## src/rtl/rf_wb_queue.sv

```systemverilog
// Write-back queue between a dual-issue result bus and a two-port register file.
// Results commit strictly in program order, up to two per cycle.
module rf_wb_queue #(
    parameter int DEPTH = 8
) (
    input  logic        clk,
    input  logic        aresetn,
    input  logic        flush,
    input  logic        stall,
    input  logic        in_valid0,
    input  logic        in_wen0,
    input  logic [4:0]  in_rd0,
    input  logic [31:0] in_data0,
    input  logic        in_valid1,
    input  logic        in_wen1,
    input  logic [4:0]  in_rd1,
    input  logic [31:0] in_data1,
    output logic        in_ready,
    output logic        we1,
    output logic [4:0]  waddr1,
    output logic [31:0] wdata1,
    output logic        we2,
    output logic [4:0]  waddr2,
    output logic [31:0] wdata2,
    input  logic [4:0]  qaddr1,
    input  logic [4:0]  qaddr2,
    input  logic [4:0]  qaddr3,
    input  logic [4:0]  qaddr4,
    output logic        qpend1,
    output logic        qpend2,
    output logic        qpend3,
    output logic        qpend4,
    output logic [3:0]  count,
    output logic        empty
);

    localparam int PTR_W = $clog2(DEPTH);
    localparam int CNT_W = PTR_W + 1;

    logic [PTR_W-1:0] head;
    logic [PTR_W-1:0] tail;
    logic [CNT_W-1:0] cnt;

    logic        mem_wen  [DEPTH];
    logic [4:0]  mem_rd   [DEPTH];
    logic [31:0] mem_data [DEPTH];

    logic             push0;
    logic             push1;
    logic [PTR_W-1:0] slot1_idx;
    logic [CNT_W-1:0] n_push;
    logic [CNT_W-1:0] n_pop;
    logic             pop_ok;
    logic             pop1;
    logic             pop2;
    logic [PTR_W-1:0] head_next1;
    logic             wr1;
    logic             wr2;
    logic             waw;
    logic [DEPTH-1:0] entry_valid;

    assign in_ready = (cnt <= CNT_W'(DEPTH - 2));
    assign count    = 4'(cnt);
    assign empty    = (cnt == '0);

    // Pop decisions use the count held at the start of the cycle, so a
    // result pushed in this cycle can never leave in the same cycle.
    always_comb begin
        push0      = in_ready && in_valid0;
        push1      = in_ready && in_valid1;
        slot1_idx  = in_valid0 ? tail + PTR_W'(1) : tail;
        n_push     = CNT_W'(push0) + CNT_W'(push1);
        pop_ok     = !stall && !flush;
        pop1       = pop_ok && (cnt != '0);
        pop2       = pop_ok && (cnt >= CNT_W'(2));
        n_pop      = CNT_W'(pop1) + CNT_W'(pop2);
        head_next1 = head + PTR_W'(1);
        wr1        = pop1 && mem_wen[head] && (mem_rd[head] != 5'd0);
        wr2        = pop2 && mem_wen[head_next1] && (mem_rd[head_next1] != 5'd0);
        waw        = wr1 && wr2 && (mem_rd[head] == mem_rd[head_next1]);
    end

    always_ff @(posedge clk) begin
        if (!aresetn) begin
            head   <= '0;
            tail   <= '0;
            cnt    <= '0;
            we1    <= 1'b0;
            we2    <= 1'b0;
            waddr1 <= '0;
            wdata1 <= '0;
            waddr2 <= '0;
            wdata2 <= '0;
        end else if (flush) begin
            head <= '0;
            tail <= '0;
            cnt  <= '0;
            we1  <= 1'b0;
            we2  <= 1'b0;
        end else begin
            head <= head + PTR_W'(n_pop);
            tail <= tail + PTR_W'(n_push);
            cnt  <= cnt + n_push - n_pop;
            // On a same-register pair only the younger write reaches the regfile.
            we1  <= wr1 && !waw;
            we2  <= wr2;
            if (pop1) begin
                waddr1 <= mem_rd[head];
                wdata1 <= mem_data[head];
            end
            if (pop2) begin
                waddr2 <= mem_rd[head_next1];
                wdata2 <= mem_data[head_next1];
            end
        end
    end

    always_ff @(posedge clk) begin
        if (aresetn && !flush) begin
            if (push0) begin
                mem_wen[tail]  <= in_wen0;
                mem_rd[tail]   <= in_rd0;
                mem_data[tail] <= in_data0;
            end
            if (push1) begin
                mem_wen[slot1_idx]  <= in_wen1;
                mem_rd[slot1_idx]   <= in_rd1;
                mem_data[slot1_idx] <= in_data1;
            end
        end
    end

    // An entry is live when its distance from head is below the count.
    always_comb begin
        for (int i = 0; i < DEPTH; i++) begin
            entry_valid[i] = (CNT_W'(PTR_W'(i) - head) < cnt);
        end
    end

    // Hazard query covers queued entries only; the regfile bypasses the
    // registered commit outputs itself.
    always_comb begin
        qpend1 = 1'b0;
        qpend2 = 1'b0;
        qpend3 = 1'b0;
        qpend4 = 1'b0;
        for (int i = 0; i < DEPTH; i++) begin
            if (entry_valid[i] && mem_wen[i]) begin
                if ((qaddr1 != 5'd0) && (mem_rd[i] == qaddr1)) qpend1 = 1'b1;
                if ((qaddr2 != 5'd0) && (mem_rd[i] == qaddr2)) qpend2 = 1'b1;
                if ((qaddr3 != 5'd0) && (mem_rd[i] == qaddr3)) qpend3 = 1'b1;
                if ((qaddr4 != 5'd0) && (mem_rd[i] == qaddr4)) qpend4 = 1'b1;
            end
        end
    end

endmodule

```

## config.mk

```make
export PLATFORM = sky130hd
export DESIGN_NAME = rf_wb_queue
export DESIGN_NICKNAME = d
export VERILOG_FILES = /design/src/rtl/rf_wb_queue.sv
export SDC_FILE = /design/constraint.sdc
export NUM_CORES = 1
export LEC_CHECK = 0
export CAP_MARGIN = 10
export CORE_MARGIN = 2
export CORE_UTILIZATION = 60
export CTS_CLUSTER_DIAMETER = 150
export CTS_CLUSTER_SIZE = 28
export DETAILED_ROUTE_END_ITERATION = 8
export PLACE_DENSITY = 0.83
export SLEW_MARGIN = 30
export SYNTH_ARGS = -nofsm -noshare
export SYNTH_HDL_FRONTEND = slang
export SYNTH_SLANG_ARGS = --single-unit
export TNS_END_PERCENT = 10
```

## constraint.sdc

```tcl
create_clock -name clk -period 10.3 [get_ports clk]
set_input_delay 1.03 -clock clk [delete_from_list [all_inputs] [get_ports clk]]
set_output_delay 1.03 -clock clk [all_outputs]
set_load 0.1 [all_outputs]
```

==> key figures, run 1 <==
Clocking
  • CTS Root Cell: clkbuf_16
  • Clock sinks: 390
  • Clock buffer depth: 3
  • Cts hold-fix bufs: 0
  • Number of H-tree levels: 1
  • Post-CTS sizing: 0
  • CTS tree: done
  • Post-CTS setup buffer count: 0
  • TritonCTS Buffers: 17
  • Clk_lat worst skew: 0.55 ns
  • Reg clk slew, reported paths: 0.11 ns

Route
  • Detailed-route wire length: 65,390 microns
  • DR WL/cell: 27.74 microns
  • Vias: 15,940
  • Vias per cell: 6.762
  • DRT antenna net count: 0
  • First-pass detailed-route iteration total: 7
  • Drt drc: 0
  • Starting DRT DRC Count: 1,632

Timing
  • RSZ-0062 raised after global routing: no
  • Worst slew margin: 0.3149
  • Fmax: 0.1674 GHz
  • Worst hold slack: 0.5116 ns
  • Slew of the pin with the lowest slew margin: 1.028 ns
  • Skew final: 0.02500 ns
  • Final min period: 5.972 ns
  • Final Cycle Share: 0.5798
  • Worst setup margin: 4.328 ns
  • Final setup vio count: 0
  • Final hold vios: 0
  • Final slew viol count: 0
  • Setup TNS Final: 0 ns

Setup path
  • Kind of critical path: flip-flop to output port
  • Critical Path Sink: qpend3
  • CP startpoint kind: flip-flop
  • FF-to-FF path depth: 9
  • CP max FO: 33
  • Reg2reg end: we1
  • Worst R2R Start: head[0]
  • Worst Setup SP: head[0]
  • WP data required: 9.27 ns
  • WP data arrival: 4.94 ns
  • Critical path capture point type: output port
  • R2R setup slack: 6.24 ns

Floorplan
  • Die ar.: 41,180 sq um
  • Chip height: 202.9 microns
  • Die width: 202.9 microns
  • Initial Util: 0.6116
  • Core box area: 38,830 sq um
  • I/O pin count: 188
  • FP Rows: 72

Synth
  • Yosys warning total: 0
  • Synthesis-stage register bit count: 390
  • Adder-cell share of the synthesized area: 0.02287
  • Post-Syn Area: 23,750 sq um
  • Mapped Cells: 1,761
  • Asr flop ratio synth: 0
  • Largest family of logic cells by synthesized area: multiplexers
  • XOR/XNOR share of the synthesized area: 0.06671
  • Simple-Gate Fraction of Synth Area: 0.06860
  • Post-synthesis sequential area ratio: 0.4569
  • Top FF cell, synth: edfxtp_1
  • Post-synthesis net count: 1,904
  • Average size of a mapped cell: 13.48 sq um
  • Synth Area in Compound Gates: 0.04758
  • Post-synth EDFFs: 304
  • Post-synthesis mux area share: 0.2976
  • Netlist cell types: 50

Final layout
  • Layout cells sized above 1: 0.2659
  • Finished Core Util: 0.6765
  • Commonest non-fill, non-tap cell in the layout: edfxtp_1
  • Most frequent cells in the layout: 304 x edfxtp_1, 251 x mux2_2, 186 x clkdlybuf4s50_1, 159 x nand2_1, 151 x mux4_2
  • Area Overhead vs Synth: 10.61%
  • Fin nets: 1,969
  • Layout fillers: 2,699

Global routing
  • Met3 usage: 0.05040
  • GR peak layer: met2
  • First-pass GRT wire length: 99,390 microns
  • GR Util met2: 0.5254
  • M1 GR Usage: 0.4136
  • Largest net degree at the start of global routing: 78
  • Congestion Overflow GR: 0
  • Total Routing Usage GR: 0.3185
  • Vias in the first global route: 16,550
  • Initial antenna violation count: 5

Min path
  • HP Class: flip-flop to flip-flop
  • Hold Path Origin: wdata2[18]

Placed design
  • Place WS: 4.910 ns
  • DP HPWL: 38,970 microns
  • IO buf count: 187
  • Routability cong.: 0.9474

Outcome
  • Status: finished clean

Run
  • Maxcap violations: 0

Power and ir drop
  • Pleak: 9.309 nW
  • Pwr Density: 169.2 nW/um^2
  • Total Power: 0.004445 W
  • Worst ir drop on vdd: 0.1706 mV
[flip-flops by register name, indices dropped and copies added, names as in the netlist]
name,flops
count,4
waddr1,5
mem_rd,40
we1,1
we2,1
tail,3
mem_wen,8
mem_data,256
waddr2,5
wdata2,32
wdata1,32
head,3
[layer usage]
layer / wire (microns) / vias up
met2: 31860 / 961
met3: 6338 / 213
li1: - / 6800
met1: 24230 / 7963
met4: 2946 / 2
met5: 11 / -
[metrics by stage]
stage                     cells  instance area, sq um
final                      2357                 26270
after global routing       2357                 26270
after CTS                  2353                 26250
after detailed placement   2325                 25770
after global placement     2324                 25740
after floorplan            1761                 23750
[cell families after synthesis]
logic type                 count (synthesis)
AOI/OAI and AO/OA                        131
and+or+nand+nor                          352
xor gates and xnor gates                 180
adders and majority gates                 41
DFF                                      390
buffers and inverters                    192
muxes                                    475
[Yosys cell counts (all sizes together) (3+ instances only)]
| cell | n | share of area |
|---|---|---|
| a211oi | 3 | 0.00095 |
| a21o | 11 | 0.0035 |
| a21oi | 14 | 0.0030 |
| a22oi | 6 | 0.0019 |
| and2 | 12 | 0.0033 |
| buf | 90 | 0.024 |
| clkbuf | 78 | 0.012 |
| dfxtp | 86 | 0.073 |
| edfxtp | 304 | 0.38 |
| fa | 4 | 0.0034 |
| ha | 37 | 0.019 |
| inv | 23 | 0.0036 |
| mux2 | 306 | 0.15 |
| mux2i | 18 | 0.0079 |
| mux4 | 151 | 0.14 |
| nand2 | 161 | 0.025 |
| nand2b | 11 | 0.0029 |
| nand3 | 86 | 0.018 |
| nand4 | 23 | 0.0061 |
| nor2 | 13 | 0.0021 |
| nor3 | 35 | 0.0074 |
| o211a | 74 | 0.031 |
| o21ai | 5 | 0.0011 |
| o21bai | 4 | 0.0013 |
| o22a | 5 | 0.0018 |
| o22ai | 3 | 0.00079 |
| or2 | 3 | 0.00079 |
| or4 | 4 | 0.0013 |
| xnor2 | 84 | 0.031 |
| xor2 | 96 | 0.036 |
[worst min-delay path by stage]
stage	to	cells past startpoint
after floorplan	tail[2]	2
after detailed placement	wdata2[23]	1
final	wdata2[18]	1
after global routing	waddr1[3]	1
after CTS	wdata2[23]	1
after global placement	waddr1[0]	1
[critical path, cell delays in order, from the launching register on]
cell	delay, ns
dfxtp_4	0.72
inv_2	0.23
ha_4	0.70
inv_1	0.10
ha_1	0.29
a21o_1	0.18
a21o_1	0.18
a21oi_1	0.42
nand4_1	0.15
nand3_1	0.13
o22a_1	0.16
clkdlybuf4s50_1	1.13
[power by group]
group / internal [W] / switching (W)
clock: 0.000323 / 0.000481
combinational: 0.000605 / 0.00115
sequential: 0.00181 / 0.0000798
[final cells by class]
cell class,instances,area [sq um],area share
multi-input cells,1179,12080,0.4597
flip-flops and latches,390,10860,0.4134
repair buffers,214,2107,0.08022
well taps,518,648.1,0.02467
clock buffers,28,476.7,0.01815
inverters,24,90.09,0.003430
diodes,4,10.01,0.0003811
Note: power is estimated with default switching activity, not from simulation.
==> run 2: changes to the inputs <==
==> constraint.sdc (replaced) <==
create_clock -name clk -period 5.9 [get_ports clk]
set_input_delay 0.59 -clock clk [delete_from_list [all_inputs] [get_ports clk]]
set_output_delay 0.59 -clock clk [all_outputs]
set_load 0.1 [all_outputs]
==> run 2 against run 1 <==
Final cell count about the same. Hold slack got worse by 0.018 ns. Sequential share of layout area decreased by 0.10 points. Sequential cell count unchanged. Total power increased by 75%. Via count increased by 0.29%. Critical path depth unchanged.
==> key figures, run 2 (synthesized netlist as in run 1, its figures left out) <==
Placed design
  • Routability cong.: 0.9230
  • IO buf count: 187
  • Dpl cells: 2,326
  • DP HPWL: 39,420 microns

Global routing
  • First-pass GRT wire length: 98,550 microns
  • Congestion Overflow GR: 0
  • Vias in the first global route: 16,470
  • Total Routing Usage GR: 0.3151
  • Largest net degree at the start of global routing: 76
  • Initial antenna violation count: 3

Timing
  • Final hold vios: 0
  • Worst slew margin: 0.3319
  • Slew of the pin with the lowest slew margin: 0.9991 ns
  • Skew final: 0.01613 ns
  • Final slew viol count: 0
  • Fmax: 0.2039 GHz
  • RSZ-0062 raised after global routing: no
  • Final min period: 4.905 ns
  • Final Cycle Share: 0.8313
  • Final setup vio count: 0

Route
  • Drt drc: 0
  • DR WL/cell: 27.60 microns
  • DRT antenna net count: 0
  • Vias: 15,990
  • First-pass detailed-route iteration total: 7
  • Detailed-route wire length: 65,090 microns
  • Starting DRT DRC Count: 1,722
  • Vias per cell: 6.779

Floorplan
  • FP Rows: 72
  • Core box area: 38,830 sq um
  • I/O pin count: 188
  • Die width: 202.9 microns
  • Die ar.: 41,180 sq um
  • Initial Util: 0.6116
  • Chip height: 202.9 microns

Setup path
  • Crit path max-delay family: buffers and inverters
  • CP startpoint kind: flip-flop
  • CP max FO: 49
  • WP data arrival: 4.31 ns
  • CP cell instances: buf_4 > ha_1 > xor2_4 > clkinv_1 > ha_1 > a21o_1 > a21oi_1 > nand4_1 > nand3_1 > o22a_1 > buf_12
  • CP dominant cell by count: ha_1
  • Critical path capture point type: output port
  • Crit path buf inv count: 3
  • Crit path largest cell delay: 0.71 ns
  • WP data required: 5.31 ns
  • Kind of critical path: flip-flop to output port
  • Slowest cell on crit path: ha_1

Final layout
  • Non-filler instance count after layout: 2,358
  • Finished Core Util: 0.6781
  • Commonest non-fill, non-tap cell in the layout: edfxtp_1
  • Largest Register: mem_data
  • Fin nets: 1,971
  • Max FFs per register: 256
  • Most frequent cells in the layout: 304 x edfxtp_1, 251 x mux2_2, 182 x clkdlybuf4s50_1, 159 x nand2_1, 151 x mux4_2
  • Layout cells sized above 1: 0.2688
  • Area Overhead vs Synth: 10.88%
  • Largest regs: mem_data: 256 flops, mem_rd: 40 flops
  • Layout fillers: 2,679

Clocking
  • Clock sinks: 390
  • TritonCTS Buffers: 17
  • Clk_lat worst skew: 0.54 ns
  • Cts hold-fix bufs: 0
  • Reg clk slew, reported paths: 0.11 ns
  • Post-CTS setup buffer count: 0
  • CTS tree: done
  • Post-CTS sizing: 0
  • Clock buffer depth: 3
  • Number of H-tree levels: 1
  • CTS Root Cell: clkbuf_16

Power and ir drop
  • Pleak: 9.342 nW
  • Pwr Density: 295.4 nW/um^2
  • Worst ir drop on vdd: 0.2160 mV

Run
  • Maxcap violations: 0

Outcome
  • Status: finished clean

Min path
  • HP Class: primary input to flip-flop
run 2: changes by cell type in the layout (fill, tap and decap cells not counted), sizes merged:
cell,before,now
clkbuf,28,29
buf,28,34
clkdlybuf4s50,186,182
diode,4,2
run 2: where the power goes:
part | switching, W | leakage, nW | total (W) | internal, W
sequential | 0.000166 | 3.45 | 0.00332 | 0.00316
combinational | 0.00198 | 5.67 | 0.00305 | 0.00106
clock | 0.000843 | 0.230 | 0.00141 | 0.000566
run 2: final timing paths:
path	from	to	slack [ns]	cells past startpoint
worst max register to register	head[0]	wdata2[2]	1.91	8
worst min-delay path	aresetn	waddr1[4]	0.49	2
worst min register to register	wdata2[27]	wdata2[27]	0.51	1
worst max-delay path	head[1]	qpend1	1.0	11
run 2: area by class of cell:
class | instances | area (sq um) | area share
multi-input cells | 1179 | 12080 | 0.4587
flip-flops and latches | 390 | 10860 | 0.4124
repair buffers | 216 | 2167 | 0.08230
well taps | 518 | 648.1 | 0.02462
clock buffers | 29 | 480.5 | 0.01825
inverters | 24 | 92.59 | 0.003516
diodes | 2 | 5.005 | 0.0001901
run 2: routing by layer:
| metal | global-route usage | wire length [microns] | up-vias |
|---|---|---|---|
| li1 | - | - | 6812 |
| met1 | 0.4170 | 24030 | 8005 |
| met2 | 0.5307 | 31940 | 980 |
| met3 | 0.04205 | 6691 | 187 |
| met4 | 0.1249 | 2417 | 2 |
| met5 | 0 | 13 | - |
run 2: through the flow:
stage | setup slack [ns] | total power (W) | hold slack, ns | TNS, ns | area, sq um
6_report | 0.9953 | 0.007778 | 0.4933 | 0 | 26330
5_1_grt | 0.8689 | 0.008038 | 0.4828 | 0 | 26330
4_1_cts | 1.028 | 0.007773 | 0.4856 | 0 | 26290
3_5_place_dp | 1.632 | 0.006409 | 0.4875 | 0 | 25810
3_3_place_gp | 1.722 | 0.006334 | 0.4797 | 0 | 25780
2_1_floorplan | -0.5870 | 0.005637 | 0.5600 | -44.61 | 23750
==> run 3: changes to the inputs <==
==> constraint.sdc (replaced) <==
create_clock -name clk -period 5.1 [get_ports clk]
set_input_delay 0.51 -clock clk [delete_from_list [all_inputs] [get_ports clk]]
set_output_delay 0.51 -clock clk [all_outputs]
set_load 0.1 [all_outputs]
==> run 3 against run 2 <==
Total power up 16%. Hold slack better by 0.016 ns. Wire length is essentially flat. Sequential power is 15% higher. Sequential cell count unchanged. Register-to-register slack got worse by 0.80 ns. Final cell count rose by 0.30%. Global-route usage increased by 0.23 points. Sequential share of layout area is 0.092 points lower. Final area up 0.22%. Via count is 0.24% higher. Count of clock-buffer cells in the layout unchanged. Largest cell class unchanged.
==> key figures, run 3 (synthesized netlist as in run 1, its figures left out) <==
Outcome
  • Status: finished clean

Setup path
  • CP max FO: 29
  • Slowest cell on crit path: ha_1
  • Crit path buf inv count: 3
  • WP data arrival: 4.17 ns
  • Kind of critical path: flip-flop to output port
  • Crit path max-delay family: adder cells
  • CP startpoint kind: flip-flop
  • Crit path largest cell delay: 0.67 ns
  • Critical path capture point type: output port
  • WP data required: 4.59 ns
  • CP cell instances: ha_1 > xor2_4 > buf_4 > clkinv_1 > ha_1 > a21o_1 > a21oi_1 > nand4_1 > nand4_1 > o22a_1 > buf_12

Timing
  • Final min period: 4.682 ns
  • Slew of the pin with the lowest slew margin: 1.027 ns
  • Setup TNS Final: 0 ns
  • Skew final: 0.01912 ns
  • Final slew viol count: 0
  • Final hold vios: 0
  • Worst setup margin: 0.4177 ns
  • Final Cycle Share: 0.9181
  • Worst hold slack: 0.5089 ns
  • Final setup vio count: 0
  • Worst slew margin: 0.3150
  • RSZ-0062 raised after global routing: no
  • Fmax: 0.2136 GHz

Power and ir drop
  • Switching share of power: 0.3850
  • Pleak: 9.373 nW
  • Pwr Density: 340.8 nW/um^2
  • Worst ir drop on vdd: 0.3778 mV
  • Clk pwr share: 0.181
  • Sequential share of power: 0.426
  • Combinational Power Share: 0.393
  • NetSw: 0.003462 W
  • P_int: 0.005531 W

Global routing
  • First-pass GRT wire length: 99,090 microns
  • Largest net degree at the start of global routing: 77
  • Total Routing Usage GR: 0.3174
  • Congestion Overflow GR: 0
  • Vias in the first global route: 16,550
  • Initial antenna violation count: 4

Final layout
  • Largest Register: mem_data
  • Fin nets: 1,976
  • Finished Core Util: 0.6797
  • Max FFs per register: 256
  • Layout cells sized above 1: 0.2708
  • Register area: 10,860 sq um
  • Most frequent cells in the layout: 304 x edfxtp_1, 251 x mux2_2, 182 x clkdlybuf4s50_1, 159 x nand2_1, 151 x mux4_2
  • Layout fillers: 2,674
  • Area Overhead vs Synth: 11.13%
  • Non-filler instance count after layout: 2,365
  • Largest regs: mem_data: 256 flops, mem_rd: 40 flops
  • Area of the multi-input gates: 12,080 sq um
  • Commonest non-fill, non-tap cell in the layout: edfxtp_1

Floorplan
  • Die ar.: 41,180 sq um
  • Chip height: 202.9 microns
  • FP Rows: 72
  • Die width: 202.9 microns
  • I/O pin count: 188
  • Initial Util: 0.6116
  • Core box area: 38,830 sq um

Route
  • Starting DRT DRC Count: 1,559
  • DRT antenna net count: 0
  • Vias: 16,020
  • Detailed-route wire length: 65,130 microns
  • First-pass detailed-route iteration total: 6
  • Drt drc: 0
  • Vias per cell: 6.775
  • DR WL/cell: 27.54 microns

Clocking
  • Post-CTS setup buffer count: 0
  • Post-CTS sizing: 0
  • CTS tree: done
  • Cts hold-fix bufs: 0
  • Clk_lat worst skew: 0.54 ns
  • Clock sinks: 390
  • TritonCTS Buffers: 17
  • Clock buffer depth: 3
  • CTS Root Cell: clkbuf_16
  • Reg clk slew, reported paths: 0.11 ns
  • Number of H-tree levels: 1

Placed design
  • DP HPWL: 40,350 microns
  • Place WS: 1.026 ns
  • Routability cong.: 0.9338
  • Dpl cells: 2,331
  • IO buf count: 187

Min path
  • HP Class: flip-flop to flip-flop

Run
  • Maxcap violations: 0
run 3: final cells by class:
cell class,count,area share
Tap cell,518,0.02456
Sequential cell,390,0.4115
Inverter,24,0.003414
Clock buffer,29,0.01821
Timing Repair Buffer,221,0.08435
Multi-Input combinational cell,1179,0.4576
Antenna cell,4,0.0003793
run 3: final timing paths:
check	start	end	slack, ns	depth (start not counted)
max reg2reg	head[1]	wdata2[14]	1.11	9
max	head[0]	qpend4	0.42	11
min reg2reg	wdata1[20]	wdata1[20]	0.51	1
min	wdata1[20]	wdata1[20]	0.51	1
run 3: layer usage:
metal | vias to the layer above | track usage | wire [microns]
met1 | 8069 | 0.4233 | 24540
li1 | 6826 | - | -
met2 | 935 | 0.5285 | 32070
met3 | 194 | 0.04318 | 5937
met5 | - | 0 | 0
met4 | 0 | 0.1303 | 2580
run 3: stage by stage:
stage               cell area (sq um)  power (W)
floorplan                       23750   0.006521
global placement                25830   0.007335
finish                          26390   0.008994
detailed placement              25860   0.007417
global route                    26390   0.009296
CTS                             26340   0.009001
run 3: power groups by stage:
stage               Sequential [W]  Clock, W  Combinational [W]
finish                     0.00383   0.00163            0.00354
CTS                        0.00383   0.00164            0.00353
floorplan                  0.00488         0            0.00164
global placement           0.00389         0            0.00345
detailed placement         0.00390         0            0.00352
global route               0.00385   0.00173            0.00372
